`src/rtl/fetch_unit.sv`:
```
// Fetch stage: owns the fetch PC, captures instruction-cache hits into an
// in-order circular queue, and hands the queue head to decode.
module fetch_unit #(
  parameter logic [31:0] RESET_PC          = 32'h0000_0000,
  parameter int          FETCH_QUEUE_DEPTH = 4,
  parameter logic [31:0] NOP_INSTR_HEX     = 32'h0000_0013
) (
  input  logic        clk_i,
  input  logic        rstn_i,
  output logic [31:0] pc_o,
  input  logic [31:0] icache_instr_i,
  input  logic        icache_valid_i,
  input  logic        redirect_valid_i,
  input  logic [31:0] redirect_pc_i,
  output logic        decode_valid_o,
  input  logic        decode_ready_i,
  output logic [31:0] decode_instr_o,
  output logic [31:0] decode_pc_o
);

  localparam int PTR_W = $clog2(FETCH_QUEUE_DEPTH);
  localparam int CNT_W = PTR_W + 1;
  localparam logic [CNT_W-1:0] DEPTH_C = CNT_W'(FETCH_QUEUE_DEPTH);

  logic [31:0]      r_pc;
  logic [PTR_W-1:0] r_rd_ptr;
  logic [PTR_W-1:0] r_wr_ptr;
  logic [CNT_W-1:0] r_count;
  logic [31:0]      r_q_pc    [FETCH_QUEUE_DEPTH];
  logic [31:0]      r_q_instr [FETCH_QUEUE_DEPTH];

  logic w_full;
  logic w_empty;
  logic w_push;
  logic w_pop;

  // Full comes from the registered count, so a pop never frees a slot for
  // a push in the same cycle.
  assign w_full  = (r_count == DEPTH_C);
  assign w_empty = (r_count == '0);
  assign w_push  = icache_valid_i && !w_full && !redirect_valid_i;
  assign w_pop   = decode_valid_o && decode_ready_i;

  assign pc_o           = r_pc;
  assign decode_valid_o = !w_empty && !redirect_valid_i;
  assign decode_instr_o = w_empty ? NOP_INSTR_HEX : r_q_instr[r_rd_ptr];
  assign decode_pc_o    = w_empty ? 32'h0 : r_q_pc[r_rd_ptr];

  always_ff @(posedge clk_i or negedge rstn_i) begin
    if (!rstn_i) begin
      r_pc     <= RESET_PC;
      r_rd_ptr <= '0;
      r_wr_ptr <= '0;
      r_count  <= '0;
    end else if (redirect_valid_i) begin
      r_pc     <= {redirect_pc_i[31:2], 2'b00};
      r_rd_ptr <= '0;
      r_wr_ptr <= '0;
      r_count  <= '0;
    end else begin
      if (w_push) begin
        r_pc     <= r_pc + 32'd4;
        r_wr_ptr <= r_wr_ptr + PTR_W'(1);
      end
      if (w_pop) begin
        r_rd_ptr <= r_rd_ptr + PTR_W'(1);
      end
      case ({w_push, w_pop})
        2'b10:   r_count <= r_count + CNT_W'(1);
        2'b01:   r_count <= r_count - CNT_W'(1);
        default: r_count <= r_count;
      endcase
    end
  end

  // Entry storage needs no reset: count gates visibility of every slot.
  always_ff @(posedge clk_i) begin
    if (w_push) begin
      r_q_pc[r_wr_ptr]    <= r_pc;
      r_q_instr[r_wr_ptr] <= icache_instr_i;
    end
  end

endmodule

```
`config.mk`:
```
export PLATFORM = sky130hd
export DESIGN_NAME = fetch_unit
export DESIGN_NICKNAME = d
export VERILOG_FILES = /design/src/rtl/fetch_unit.sv
export SDC_FILE = /design/constraint.sdc
export NUM_CORES = 1
export LEC_CHECK = 0
export ABC_AREA = 1
export CAP_MARGIN = 25
export CORE_MARGIN = 1.5
export CORE_UTILIZATION = 36
export CTS_CLUSTER_DIAMETER = 60
export DETAILED_ROUTE_END_ITERATION = 6
export SYNTH_ARGS = -nofsm -noshare
export SYNTH_HDL_FRONTEND = slang
export SYNTH_SLANG_ARGS = --single-unit
```
`constraint.sdc`:
```
create_clock -name clk_i -period 6.1 [get_ports clk_i]
set_input_delay 1.22 -clock clk_i [delete_from_list [all_inputs] [get_ports clk_i]]
set_output_delay 1.22 -clock clk_i [all_outputs]
set_load 0.005 [all_outputs]
```
==> impl_summary.log <==
[metrics] gate count after technology mapping: about 1200
[metrics] wire per inst: 17.5 um
[metrics] dominant cells by area after synthesis: sky130_fd_sc_hd__edfxtp_1, sky130_fd_sc_hd__nor2_1, sky130_fd_sc_hd__dfrtp_1
[metrics] first-pass GRT wire length: 48200 um
[metrics] time the worst path needs with I/O delays and setup: a little under 5 ns
[metrics] area share of xor/xnor cells in the synthesized design: 0.00854
[metrics] width of the chip: 188 um
[metrics] I/O pin cnt: about 170
[metrics] TritonRoute pass-1 iters: 4
[metrics] share of the synthesized area in compound gates (AO/OA/AOI/OAI): 0.0919
[metrics] clock root buffer: sky130_fd_sc_hd__clkbuf_16
[metrics] effective utilization at floorplan: 0.366
[metrics] Max Fclk: 202 MHz
[metrics] layout overhead on the synthesized area: 24.6%
[metrics] cell leakage power: 5.50 nW
[metrics] leading cell type in the layout, fill and taps excluded: sky130_fd_sc_hd__nor2_1
[metrics] total clock buffers created by CTS: 31
[metrics] Core Region: 0.0336 mm^2
[metrics] final weighted congestion of routability-driven global placement: approximately 0.9
[metrics] data arrival time of the critical path: 3.72 ns
[metrics] mux cell area share after synthesis: 0
[metrics] crit-path max FO: 68
[metrics] Total Negative Setup Slacks: 0 ns
[metrics] Yosys top cell by area: sky130_fd_sc_hd__edfxtp_1
[metrics] via count: 8790
[metrics] die outline area: 0.0353 mm^2
[metrics] count of instances resized after the clock tree is built: 0
[metrics] synth warn: 0
[metrics] Num Clock Sinks: 285
[metrics] TritonCTS clock tree: done
[metrics] initial antenna violation count: 0
[metrics] Max-Slew Margin vs Limit: 0.387
[metrics] aggregate global routing overflow: 0
[metrics] average vias per placed instance: 4.91
[metrics] H-tree lvl count: 1
[metrics] Post-Layout Cell Count: 1791
[metrics] number of cell instances on the worst register-to-register path: 7
[metrics] sequential area share after synthesis: 0.680
[metrics] number of failing hold endpoints at the final stage: 0
[metrics] count of unresolved DRC violations after routing: 0
[metrics] drt initial violations: 634
[metrics] main combinational cell family by area after synthesis: simple AND/OR/NAND/NOR gates
[metrics] count of final setup violators: 0
[metrics] number of unique standard cell types used by synthesis: 33
[metrics] number of nets with antenna violations after routing: 0
[metrics] final number of max-transition violations: 0
[metrics] total global-route track usage: 0.176
[metrics] most used cells in the layout excluding fill and tap cells: sky130_fd_sc_hd__nor2_1, sky130_fd_sc_hd__edfxtp_1, sky130_fd_sc_hd__nand2_1
[metrics] HP Class: reg2reg
[metrics] count of nets after finishing: 1396
[metrics] share of final-layout standard cells stronger than drive strength 1: 0.0670
[metrics] mean area per synthesized cell: 10.5 um^2
[metrics] CP Class: reg2out
[metrics] Critical Path Sink Type: output port
[metrics] Post-Route Utilization: 0.456
[metrics] Design Power: 6.14 mW
[metrics] instance count after placement with tap cells included: 1736
[metrics] number of buffers inserted to repair setup after CTS: 0
[metrics] post-placement setup slack: 1.68 ns
[metrics] count of inserted antenna diode cells: 0
[metrics] transition at the pin with the smallest max-transition slack: 0.919 ns
[metrics] vias in the first global route: roughly 8400
[metrics] number of synthesized register bits: approximately 290
[metrics] post-synthesis simple-gate area fraction: 0.170
[metrics] Max Cap Violations: 0
[metrics] CTS Hold Buffers Added: 0
[metrics] filler cell count: ~3100
[metrics] type of element launching the critical path: flop
[metrics] row cnt: 67
[metrics] maximum clock path buffer count: 3
[metrics] y dimension of the die: about 190 um
[metrics] worst setup margin: ~1.2 ns
[metrics] peak ir drop on the vdd network: 0.000209 V
[metrics] CTS clk-pin slew, worst paths: 0.06 ns
[metrics] adder-cell share of the synthesized area: 0.00671
[metrics] final worst-path cycle share: 0.810
[metrics] Port Buffers: 159
[metrics] status: finished clean
[metrics] wire length reported by the detailed router: 31300 um
[metrics] clock skew: 0.0133 ns
[metrics] HPWL after detailed placement: 18300 um
[metrics] combined area of all synthesized cells: 0.0123 mm^2
[metrics] endpoint required time on the critical path: ~4.9 ns
[metrics] power density over the cells: 400 mW/mm^2
[metrics] pin count of the biggest net entering global routing: 79
[metrics] Worst-Skew Late Latency: 0.55 ns
[metrics] setup repair after global routing missed its margin: false
[metrics] area share of the leading cell type in the synthesized netlist: 0.605
[metrics] depth of the worst hold-timing path: 2
[critical path, cell delays in order (launching register included)]
cell	delay (ns)
sky130_fd_sc_hd__dfrtp_4	0.81
sky130_fd_sc_hd__clkinv_2	0.87
sky130_fd_sc_hd__buf_12	0.48
sky130_fd_sc_hd__nor2_1	0.12
sky130_fd_sc_hd__nor2_1	0.04
sky130_fd_sc_hd__o21ai_0	0.10
sky130_fd_sc_hd__o311ai_0	0.16
sky130_fd_sc_hd__clkdlybuf4s50_1	0.53
[where the power goes]
| part | internal, mW | switching (mW) | total [mW] |
|---|---|---|---|
| sequential | 2.31 | 0.191 | 2.50 |
| clock | 1.02 | 0.727 | 1.75 |
| combinational | 0.860 | 1.03 | 1.89 |
| total | 4.19 | 1.95 | 6.14 |
[final timing paths]
path	start	end	slack (ns)
worst max-delay path	r_rd_ptr[0]$_DFFE_PN0P_	decode_instr_o[0]	1.16
worst min-delay path	r_count[1]$_DFFE_PN0P_	r_count[1]$_DFFE_PN0P_	0.56
worst max register to register	r_count[0]$_DFFE_PN0P_	r_q_instr[2][24]$_DFFE_PP_	3.79
worst min register to register	r_count[1]$_DFFE_PN0P_	r_count[1]$_DFFE_PN0P_	0.56
max in group asynchronous	rstn_i	r_rd_ptr[0]$_DFFE_PN0P_	4.58
min in group asynchronous	rstn_i	r_count[2]$_DFFE_PN0P_	1.10
[logic make-up (layout without fill, tap and decap cells)]
family                     Yosys count  after routing
and+or+nand+nor                    532            532
DFF                                285            285
AOI/OAI and AO/OA                  218            218
buffers and inverters              117            286
xor gates and xnor gates            12             12
adders and majority gates            6              6
other                                1              4
[through the flow]
stage / cell area (um^2) / hold WS (ns)
after global placement: 14400 / 0.537
final: 15300 / 0.560
after global routing: 15300 / 0.586
after detailed placement: 14400 / 0.544
after CTS: 15300 / 0.561
after floorplan: 12300 / 0.508
[cell type report]
type	instances	area (um^2)	area share
Multi-Input combinational cell	772	3460	0.226
Clock inverter	12	96.3	0.00628
Clock buffer	43	861	0.0561
Timing Repair Buffer	173	1760	0.115
Tap cell	448	561	0.0366
Sequential cell	285	8380	0.546
Inverter	58	219	0.0143
[sequential cells by signal, indices dropped and copies added (netlist names)]
register	cells
r_q_instr	128
r_q_pc	120
pc_o	30
r_count	3
r_rd_ptr	2
r_wr_ptr	2
[cells in the mapped netlist]
| cell type | n |
|---|---|
| sky130_fd_sc_hd__nor2_1 | 297 |
| sky130_fd_sc_hd__edfxtp_1 | 248 |
| sky130_fd_sc_hd__nand2_1 | 196 |
| sky130_fd_sc_hd__o21ai_0 | 140 |
| sky130_fd_sc_hd__a21oi_1 | 61 |
| sky130_fd_sc_hd__inv_1 | 50 |
| sky130_fd_sc_hd__dfrtp_1 | 37 |
| sky130_fd_sc_hd__clkbuf_1 | 25 |
| sky130_fd_sc_hd__buf_2 | 19 |
| sky130_fd_sc_hd__nand3_1 | 19 |
| sky130_fd_sc_hd__xor2_1 | 10 |
| sky130_fd_sc_hd__inv_2 | 8 |
| sky130_fd_sc_hd__nor2_2 | 7 |
| sky130_fd_sc_hd__buf_4 | 6 |
| sky130_fd_sc_hd__buf_1 | 5 |
| sky130_fd_sc_hd__ha_1 | 5 |
| sky130_fd_sc_hd__nand2_2 | 5 |
| sky130_fd_sc_hd__a31oi_1 | 4 |
| sky130_fd_sc_hd__buf_6 | 4 |
| sky130_fd_sc_hd__o211ai_1 | 4 |
| sky130_fd_sc_hd__o21bai_1 | 3 |
| sky130_fd_sc_hd__o311ai_0 | 3 |
| sky130_fd_sc_hd__nand2_4 | 2 |
| sky130_fd_sc_hd__nand3b_1 | 2 |
| sky130_fd_sc_hd__nor2_4 | 2 |
| sky130_fd_sc_hd__xnor2_1 | 2 |
| sky130_fd_sc_hd__a21oi_2 | 1 |
| sky130_fd_sc_hd__conb_1 | 1 |
| sky130_fd_sc_hd__fa_1 | 1 |
| sky130_fd_sc_hd__nand3_2 | 1 |
| sky130_fd_sc_hd__nand4_1 | 1 |
| sky130_fd_sc_hd__o21ai_1 | 1 |
| sky130_fd_sc_hd__o31ai_1 | 1 |
[layer usage]
layer | share of wire | GRT usage | vias to the layer above
li1 | - | - | 4253
met1 | 0.44 | 0.242 | 4207
met2 | 0.48 | 0.293 | 290
met3 | 0.063 | 0.0294 | 40
met4 | 0.016 | 0.0388 | 0
met5 | 0 | 0 | -
No activity file was read; power rests on OpenSTA's default activity.
